## src/rtl/alu_req_arbiter.sv

```systemverilog
// Round-robin arbiter sharing one combinational ALU between two valid/ready requesters.
// Optional feature macro: ALU_DIVZERO_CHECK_EN (flag divide-by-zero instead of passing alu_out).
module alu_req_arbiter #(
  parameter int DATA_W = 8,
  parameter int SEL_W  = 4,
  parameter int CNT_W  = 16
) (
  input  logic              clk,
  input  logic              rst,
  input  logic              req0_valid,
  output logic              req0_ready,
  input  logic [DATA_W-1:0] req0_a,
  input  logic [DATA_W-1:0] req0_b,
  input  logic [SEL_W-1:0]  req0_sel,
  input  logic              req1_valid,
  output logic              req1_ready,
  input  logic [DATA_W-1:0] req1_a,
  input  logic [DATA_W-1:0] req1_b,
  input  logic [SEL_W-1:0]  req1_sel,
  output logic [DATA_W-1:0] alu_a,
  output logic [DATA_W-1:0] alu_b,
  output logic [SEL_W-1:0]  alu_sel,
  input  logic [DATA_W-1:0] alu_out,
  input  logic              alu_carry,
  output logic              rsp_valid,
  input  logic              rsp_ready,
  output logic              rsp_id,
  output logic [DATA_W-1:0] rsp_data,
  output logic              rsp_carry,
  output logic              rsp_err,
  output logic              busy,
  output logic [CNT_W-1:0]  op_count
);

  typedef enum logic [1:0] {IDLE, EXEC, RESP} state_e;

  state_e              state_q, state_d;
  logic                last_grant_q;
  logic                id_q;
  logic [DATA_W-1:0]   alu_a_q, alu_b_q;
  logic [SEL_W-1:0]    alu_sel_q;
  logic                rsp_valid_q, rsp_id_q, rsp_carry_q;
  logic [DATA_W-1:0]   rsp_data_q;
  logic [CNT_W-1:0]    op_count_q;

  logic                any_valid, grant_id, accept, rsp_hs;
  logic [DATA_W-1:0]   pick_a, pick_b;
  logic [SEL_W-1:0]    pick_sel;

  // On a tie the requester that did not win last time is granted.
  always_comb begin
    any_valid = req0_valid | req1_valid;
    if (req0_valid && req1_valid) grant_id = ~last_grant_q;
    else                          grant_id = req1_valid;
    pick_a   = grant_id ? req1_a   : req0_a;
    pick_b   = grant_id ? req1_b   : req0_b;
    pick_sel = grant_id ? req1_sel : req0_sel;
    accept   = (state_q == IDLE) && any_valid;
    rsp_hs   = (state_q == RESP) && rsp_valid_q && rsp_ready;
  end

  always_ff @(posedge clk or posedge rst) begin
    if (rst) state_q <= IDLE;
    else     state_q <= state_d;
  end

  always_comb begin
    state_d = state_q;
    case (state_q)
      IDLE:    if (accept) state_d = EXEC;
      EXEC:    state_d = RESP;
      RESP:    if (rsp_hs) state_d = IDLE;
      default: state_d = IDLE;
    endcase
  end

  always_comb begin
    req0_ready = (state_q == IDLE) && any_valid && !grant_id;
    req1_ready = (state_q == IDLE) && any_valid &&  grant_id;
    busy       = (state_q != IDLE);
  end

`ifdef ALU_DIVZERO_CHECK_EN
  localparam logic [SEL_W-1:0] SEL_DIV = SEL_W'(3);
  logic div_err_q, rsp_err_q;

  // The ALU result is discarded for a flagged divide; all-ones marks the error.
  always_ff @(posedge clk or posedge rst) begin
    if (rst) begin
      div_err_q <= 1'b0;
      rsp_err_q <= 1'b0;
    end else begin
      if (accept) div_err_q <= (pick_sel == SEL_DIV) && (pick_b == '0);
      if (state_q == EXEC) rsp_err_q <= div_err_q;
    end
  end

  always_ff @(posedge clk or posedge rst) begin
    if (rst) begin
      rsp_data_q  <= '0;
      rsp_carry_q <= 1'b0;
    end else if (state_q == EXEC) begin
      rsp_data_q  <= div_err_q ? {DATA_W{1'b1}} : alu_out;
      rsp_carry_q <= div_err_q ? 1'b0 : alu_carry;
    end
  end

  assign rsp_err = rsp_err_q;
`else
  always_ff @(posedge clk or posedge rst) begin
    if (rst) begin
      rsp_data_q  <= '0;
      rsp_carry_q <= 1'b0;
    end else if (state_q == EXEC) begin
      rsp_data_q  <= alu_out;
      rsp_carry_q <= alu_carry;
    end
  end

  assign rsp_err = 1'b0;
`endif

  always_ff @(posedge clk or posedge rst) begin
    if (rst) begin
      last_grant_q <= 1'b1;
      id_q         <= 1'b0;
      alu_a_q      <= '0;
      alu_b_q      <= '0;
      alu_sel_q    <= '0;
      rsp_valid_q  <= 1'b0;
      rsp_id_q     <= 1'b0;
      op_count_q   <= '0;
    end else begin
      if (accept) begin
        alu_a_q      <= pick_a;
        alu_b_q      <= pick_b;
        alu_sel_q    <= pick_sel;
        id_q         <= grant_id;
        last_grant_q <= grant_id;
      end
      if (state_q == EXEC) begin
        rsp_valid_q <= 1'b1;
        rsp_id_q    <= id_q;
      end
      if (rsp_hs) begin
        rsp_valid_q <= 1'b0;
        op_count_q  <= op_count_q + 1'b1;
      end
    end
  end

  assign alu_a     = alu_a_q;
  assign alu_b     = alu_b_q;
  assign alu_sel   = alu_sel_q;
  assign rsp_valid = rsp_valid_q;
  assign rsp_id    = rsp_id_q;
  assign rsp_data  = rsp_data_q;
  assign rsp_carry = rsp_carry_q;
  assign op_count  = op_count_q;

endmodule

```

## config.mk

```make
export PLATFORM = sky130hd
export DESIGN_NAME = alu_req_arbiter
export DESIGN_NICKNAME = d
export VERILOG_FILES = /design/src/rtl/alu_req_arbiter.sv
export SDC_FILE = /design/constraint.sdc
export NUM_CORES = 1
export LEC_CHECK = 0
export ABC_AREA = 0
export ABC_CLOCK_PERIOD_IN_PS = 1600
export BUFFER_PORTS_ARGS = -buffer_cell sky130_fd_sc_hd__buf_4
export CORE_MARGIN = 3
export CORE_UTILIZATION = 41
export DETAILED_ROUTE_END_ITERATION = 16
export PLACE_DENSITY_LB_ADDON = 0.08
export SLEW_MARGIN = 0
export SYNTH_ARGS = -nofsm -noshare
export SYNTH_HDL_FRONTEND = slang
export SYNTH_SLANG_ARGS = --single-unit
```

## constraint.sdc

```tcl
create_clock -name clk -period 1.6 [get_ports clk]
set_clock_uncertainty 0.2 [all_clocks]
set_input_delay 0.16 -clock clk [delete_from_list [all_inputs] [get_ports clk]]
set_output_delay 0.16 -clock clk [all_outputs]
set_load 0.05 [all_outputs]
```

After elaboration in Yosys (flattened, before gate mapping)
Index checks and enable logic that the tools add are counted.
- mux-type cells: 9
- equality and inequality tests: 4
- add/sub/neg operators: 1
- reductions and logical operators: 11
- bitwise gates (word level): 2
- operators by type and width (operator ; number):
    $add 16x1->16 const B ; 1
    $mux 8 ; 2
    $logic_and 1x1->1 ; 6
    $pmux 2 s3 ; 1
    $mux 2 ; 2
    $mux 4 ; 1
    $ne 2x2->1 const B ; 2
    $reduce_bool 2->1 ; 2
    $mux 1 ; 3
    $eq 2x1->1 const B ; 1
    $eq 2x2->1 const B ; 1
    $logic_not 2->1 ; 1
    $reduce_and 2->1 ; 1
    $logic_not 1->1 ; 1
    $not 1->1 ; 1
    $or 1x1->1 ; 1
- flip-flop bits (word level): 51
- logic and storage cells: 38
- output and inout port bits: 51
- input bits: 54

Logic depth before layout (Yosys ltp)
Gate-level depths: netlist of the first run.
- depth after elaboration: 5
- mapped depth: 6
- depth with buffers taken out: 4

Least setup slack after synthesis of the first run
OpenSTA, ideal clock, no wires.
- kind: register to register
- start: register last_grant_q
- end: register alu_a_q[0] (netlist: alu_a[0])
- clock period less this slack: 1.928 ns
- buffers on the path: 1
- arrival: 1.659 ns
- path slack: -0.328 ns
- cell stages (with the launch flop): 6
- setup time: 0.069 ns
- cells stage by stage: dfstp_2 -> nand2b_1 -> and3_1 -> clkbuf_1 -> a222oi_1 -> inv_1
- cells in the longest elaborated chain, start to end: 3
- RTL lines (item ; RTL line ; source):
    start, declared ; 38 ; logic last_grant_q;
    start signal, assigned ; 139 ; last_grant_q <= grant_id;
    $not 1->1 ; 53 ; if (req0_valid && req1_valid) grant_id = ~last_grant_q;
    $mux 1 ; 53 ;
    $mux 8 ; 55 ; pick_a = grant_id ? req1_a : req0_a;
    end signal, assigned ; 135 ; alu_a_q <= pick_a;
    end, declared ; 40 ; logic [DATA_W-1:0] alu_a_q, alu_b_q;
Every way passes these cells.
A chain may end at the register's enable or synchronous reset.

Final worst setup path of the first run
- start: register last_grant_q
- end: register alu_a_q[2] (netlist: alu_a[2])
Same word-level chain as after synthesis.

==> results of run 1 <==
-- timing repair --
| action | 4_1_cts | 5_1_grt |
|---|---|---|
| endpoints found under the hold margin | 80 | 0 |
| setup buffers | 4 | 3 |
| hold buffers | 50 | 0 |
| cloned | 0 | 2 |
| gates resized for setup | 12 | 13 |
| setup endpoints to repair | 25 | 39 |
| pin swaps | 7 | 20 |
-- logic make-up (layout without fill, tap and decap cells) --
group / Yosys count / count (layout) / share of synthesized area [%]
simple gates: 32 / 33 / 9.29
buf+inv: 35 / 205 / 7.06
flops: 51 / 51 / 60.1
compound gates: 25 / 25 / 10.8
other cells: 1 / 1 / 0.176
mux: 11 / 11 / 5.82
fa+ha+maj: 1 / 1 / 0.588
xor+xnor: 15 / 15 / 6.18
-- power by group --
group          internal (mW)  total [mW]  switching, mW
logic                   1.67        4.32           2.66
clock network          0.394       0.811          0.417
registers               1.81        2.16          0.349
-- worst paths after layout --
kind,from,endpoint,slack [ps],cells past startpoint
worst min-delay path,req0_valid,state_q[0],90,4
worst max register to register,last_grant_q,alu_a[2],-150,6
max in group asynchronous,rst,last_grant_q,630,4
worst max-delay path,last_grant_q,alu_a[2],-150,6
worst min register to register,op_count[6],op_count[6],270,1
min in group asynchronous,rst,op_count[13],260,4
-- flip-flops by register name (all words and copies together), names as in the netlist --
| name | flops |
|---|---|
| rsp_data | 8 |
| id_q | 1 |
| rsp_carry | 1 |
| last_grant_q | 1 |
| rsp_id | 1 |
| state_q | 2 |
| alu_a | 8 |
| op_count | 16 |
| alu_sel | 4 |
| alu_b | 8 |
| rsp_valid | 1 |
-- cells in the mapped netlist --
| library cell | instances | area, sq um |
|---|---|---|
| dfrtp_1 | 50 | 1250 |
| inv_1 | 25 | 93.8 |
| a222oi_1 | 20 | 200 |
| mux2_2 | 11 | 124 |
| xor2_1 | 8 | 70.1 |
| xnor2_1 | 7 | 61.3 |
| buf_2 | 6 | 30.0 |
| nand2_1 | 6 | 22.5 |
| nor2_1 | 5 | 18.8 |
| and3_1 | 4 | 25.0 |
| nand4_1 | 4 | 25.0 |
| a21o_1 | 2 | 15.0 |
| and4_1 | 2 | 17.5 |
| clkbuf_1 | 2 | 7.51 |
| nand3_1 | 2 | 10.0 |
| a21oi_1 | 1 | 5.00 |
| and3_4 | 1 | 11.3 |
| and4b_1 | 1 | 10.0 |
| buf_4 | 1 | 7.51 |
| buf_6 | 1 | 11.3 |
| conb_1 | 1 | 3.75 |
| dfstp_2 | 1 | 26.3 |
| ha_1 | 1 | 12.5 |
| nand2b_1 | 1 | 6.26 |
| nand3_4 | 1 | 17.5 |
| nor2_2 | 1 | 6.26 |
| nor2b_1 | 1 | 6.26 |
| nor3_1 | 1 | 5.00 |
| o21ai_0 | 1 | 5.00 |
| o21ai_1 | 1 | 5.00 |
| or2b_1 | 1 | 7.51 |
| or2b_2 | 1 | 8.76 |
-- final cells by class --
| cell class | count | area share (%) |
|---|---|---|
| Sequential cell | 51 | 33.5 |
| Timing Repair Buffer | 172 | 39.3 |
| Tap cell | 67 | 2.17 |
| Multi-Input combinational cell | 86 | 19.8 |
| Clock inverter | 1 | 0.195 |
| Inverter | 25 | 2.53 |
| Clock buffer | 7 | 2.50 |
-- worst max-delay path, stage by stage (launching register included) --
cell and delay, ps:
dfstp_2 550, nand2_1 50, and3_4 180, buf_12 130
buf_8 120, a222oi_1 310, inv_1 90
-- per-layer routing --
layer	share of wire [%]	GRT usage (%)	up-vias
met2	52	36.7	112
met4	1.8	6.47	0
li1	-	-	943
met5	0	0	-
met1	37	26.4	1004
met3	9.6	6.77	10
==> impl_metrics.ini, run 1 <==
[run_status]
run_status = finished with violations
violations = setup timing

[drt]
vias = 2069
drt-total-wl_microns = 6500
ant_nets = 0
wire_per_inst_microns = 15.9
drc = 0
dr.pass1.iters = 5
drt_iter0_markers = 187
via_per_inst = 5.06

[sta]
setup_ws_ps = -150
slew_viol_final = 0
period_share_pct = 109
setup_tns_ps = -1420
max_freq_ghz = 0.571
finalHoldViolCount = 0
min_period_ps = 1750
rsz0062_at_grt = yes
setup-violations-final = 21
hold-worst-slack_ps = 86.8

[placed_design]
place_ws_ps = -31.8
place_area_sq_mm = 0.00307
dp_cells = 342
place_hpwl_microns = 3680
portBuffers = 103
place.gp.congestion = 0.765

[setup_path]
path_class = reg -> reg
critPathMaxFanout = 6
crit_path_end_kind = flop
crit_required_ps = 1580
arrival_ps = 1730
cp-start-kind = flop

[finish]
multi_input_area_sq_um = 763
drive_gt1_share_pct = 49.4
fin_util_pct = 79.0
num_antenna_cells = 0
regArea_sq_mm = 0.00129
final_cell_mix = 111 x buf_4, 50 x dlygate4sd3_1, 38 x dfrtp_1
fin_nets = 396
mostFrequentLayoutCell = buf_4
final_cells = 409
area_growth_pct = 81.2
design_area_sq_mm = 0.00385
nFillCells = 313

[power_and_ir_drop]
leakage_nw = 1.94
power_mw = 7.29
power.ir.vdd_worst_v = 0.00159
power.density_mw_per_mm2 = 1890

[yosys]
yosysSeqAreaShare_pct = 60.1
ys_ff_latch = 51
synth_area_sq_mm = 0.00213
syn-num-nets = 226
yosysUniqueCellTypes = 32
synth_cells = 171
ys_warn_count = 0
syn-mean-instance-area_sq_um = 12.4

[floorplanning]
die_area_sq_mm = 0.00609
die_x_microns = 78.0
io_pins = 105
die_h_microns = 78.0
rows = 25
start_util_pct = 43.6
core_area_sq_mm = 0.00488

[clock_tree]
cts.sinks = 51
clock_latency_ps = 300
h-tree-depth = 2
tritoncts = done
path_clk_slew_ps = 90
cts_buffers = 5
cts_buffer_depth = 2
cts_root_buf = clkbuf_8

[min_path]
worstHoldPathType = in -> reg

[global_route]
grt_max_degree = 52
grt_usage_pct = 21.6
grt_overflow = 0
grt_first_pass_wirelength_microns = 10400
grt_pass1_vias = 2163
antenna_found_initial = 0

[job]
max_cap_viol_count = 0
No activity file was read; power rests on OpenSTA's default activity.
==> run 2: changes to the inputs <==
Settings changed: BUFFER_PORTS_ARGS -buffer_cell sky130_fd_sc_hd__buf_4 to -buffer_cell sky130_fd_sc_hd__buf_2, CTS_CLUSTER_SIZE from default to 12, GPL_TIMING_DRIVEN from default to 0.
==> run 2 against run 1 <==
  * Flip-flop and latch count stayed put
  * Die area stayed put
  * First-iteration DRC count is 28% lower
  * Hold slack better by 120 ps
  * Sequential share of layout area is 1.7 points higher
  * Clock-buffer cell count is 1 lower
  * Clock power is 14% higher
  * Non-clock buffer count is 4 higher
  * Total power is 0.92% lower
  * Critical path depth is 2 lower
  * The flow still finishes with violations (setup timing)
==> impl_metrics.ini, run 2 (same netlist as run 1, synthesis figures left out) <==
[sta]
slew_viol_final = 0
finalHoldViolCount = 0
period_share_pct = 110
hold-worst-slack_ps = 211
setup-violations-final = 24
max_freq_ghz = 0.567
min_period_ps = 1760
worst_pin_slew_ps = 1140
relSlewSlack_pct = 23.3
setup_ws_ps = -164
rsz0062_at_grt = yes

[finish]
mostFrequentLayoutCell = buf_2
nFillCells = 309
largest_reg_flops = 16
fin_util_pct = 75.1
fin_nets = 400
drive_gt1_share_pct = 50.3
final_cells = 413
design_area_sq_mm = 0.00366
multi_input_area_sq_um = 771
regArea_sq_mm = 0.00129
final_cell_mix = 100 x buf_2, 50 x dlygate4sd3_1, 38 x dfrtp_1
num_antenna_cells = 0
area_growth_pct = 72.3

[clock_tree]
tritoncts = done
path_clk_slew_ps = 90
cts_root_buf = clkbuf_8
cts_buffer_depth = 2
clock_latency_ps = 300
h-tree-depth = 2
cts_buffers = 5
cts.sinks = 51

[drt]
wire_per_inst_microns = 15.1
drc = 0
drt_iter0_markers = 134
dr.pass1.iters = 5
ant_nets = 0
drt-total-wl_microns = 6220
via_per_inst = 5.07
vias = 2093

[setup_path]
crit_required_ps = 1240
crit_path_end_kind = output port
arrival_ps = 1400
r2r_cells = 6
cp-start-kind = flop
path_class = reg -> out
critPathMaxFanout = 3

[floorplanning]
die_x_microns = 78.0
die_h_microns = 78.0
io_pins = 105
core_area_sq_mm = 0.00488
die_area_sq_mm = 0.00609
rows = 25
start_util_pct = 43.6

[global_route]
grt_first_pass_wirelength_microns = 10200
grt_usage_pct = 21.1
grt_max_degree = 52
antenna_found_initial = 0
grt_pass1_vias = 2163
grt_overflow = 0

[placed_design]
place.gp.congestion = 0.716
dp_cells = 341
place_area_sq_mm = 0.00276
portBuffers = 103
place_hpwl_microns = 3400

[min_path]
whs_path_depth = 4
worstHoldPathType = in -> reg

[power_and_ir_drop]
power.ir.vdd_worst_v = 0.00180
power.density_mw_per_mm2 = 1970
leakage_nw = 1.89
power_mw = 7.23

[job]
max_cap_viol_count = 0

[run_status]
run_status = finished with violations
violations = setup timing
-- run 2: report_power, final --
part | total, mW | leakage [nW] | switching [mW] | internal [mW]
registers | 2.13 | 0.617 | 0.321 | 1.81
clock network | 0.928 | 0.0612 | 0.422 | 0.506
logic | 4.17 | 1.22 | 2.67 | 1.50
-- run 2: final timing paths --
path / end / slack, ps / from
max in group asynchronous: op_count[13] / 190 / rst
worst min-delay path: alu_b[5] / 210 / req0_valid
worst max register to register: alu_a[3] / -130 / last_grant_q
worst max-delay path: req0_ready / -160 / last_grant_q
min in group asynchronous: alu_b[5] / 300 / rst
worst min register to register: op_count[15] / 270 / op_count[15]
-- run 2: timing repair --
item	4_1_cts	5_1_grt
cloned	3	1
setup buffers	9	3
resized for setup	35	14
setup endpoints to repair	21	94
endpoints found under the hold margin	79	0
pin swaps	18	18
hold buffers	50	0
-- run 2: cell type report --
class	count	share of cell area (%)
Tap cell	67	2.29
Sequential cell	51	35.3
Timing Repair inverter	1	0.137
Inverter	25	2.66
Timing Repair Buffer	167	32.3
Multi-Input combinational cell	85	21.0
Clock inverter	2	0.956
Clock buffer	6	2.25
Buffer	9	3.14
-- run 2: critical path: stages, from the launching register on --
cell and delay, ps:
dfstp_2 550, nand2b_1 100, and3_4 190, clkbuf_16 140, buf_12 120
-- run 2: per-stage QoR --
step                TNS (ps)  setup slack (ps)
finish                 -1360              -164
CTS                    -1060              -165
global route           -3760              -218
floorplan               -111             -62.2
detailed placement     -1560              -126
global placement       -1280             -75.4
-- run 2: metal layers --
metal | track usage (%) | vias to the layer above | part of all wire, %
met5 | 0 | - | 0
met4 | 7.69 | 0 | 2.9
met3 | 7.68 | 20 | 8.2
met2 | 36.1 | 106 | 50
met1 | 24.2 | 1015 | 38
li1 | - | 952 | -
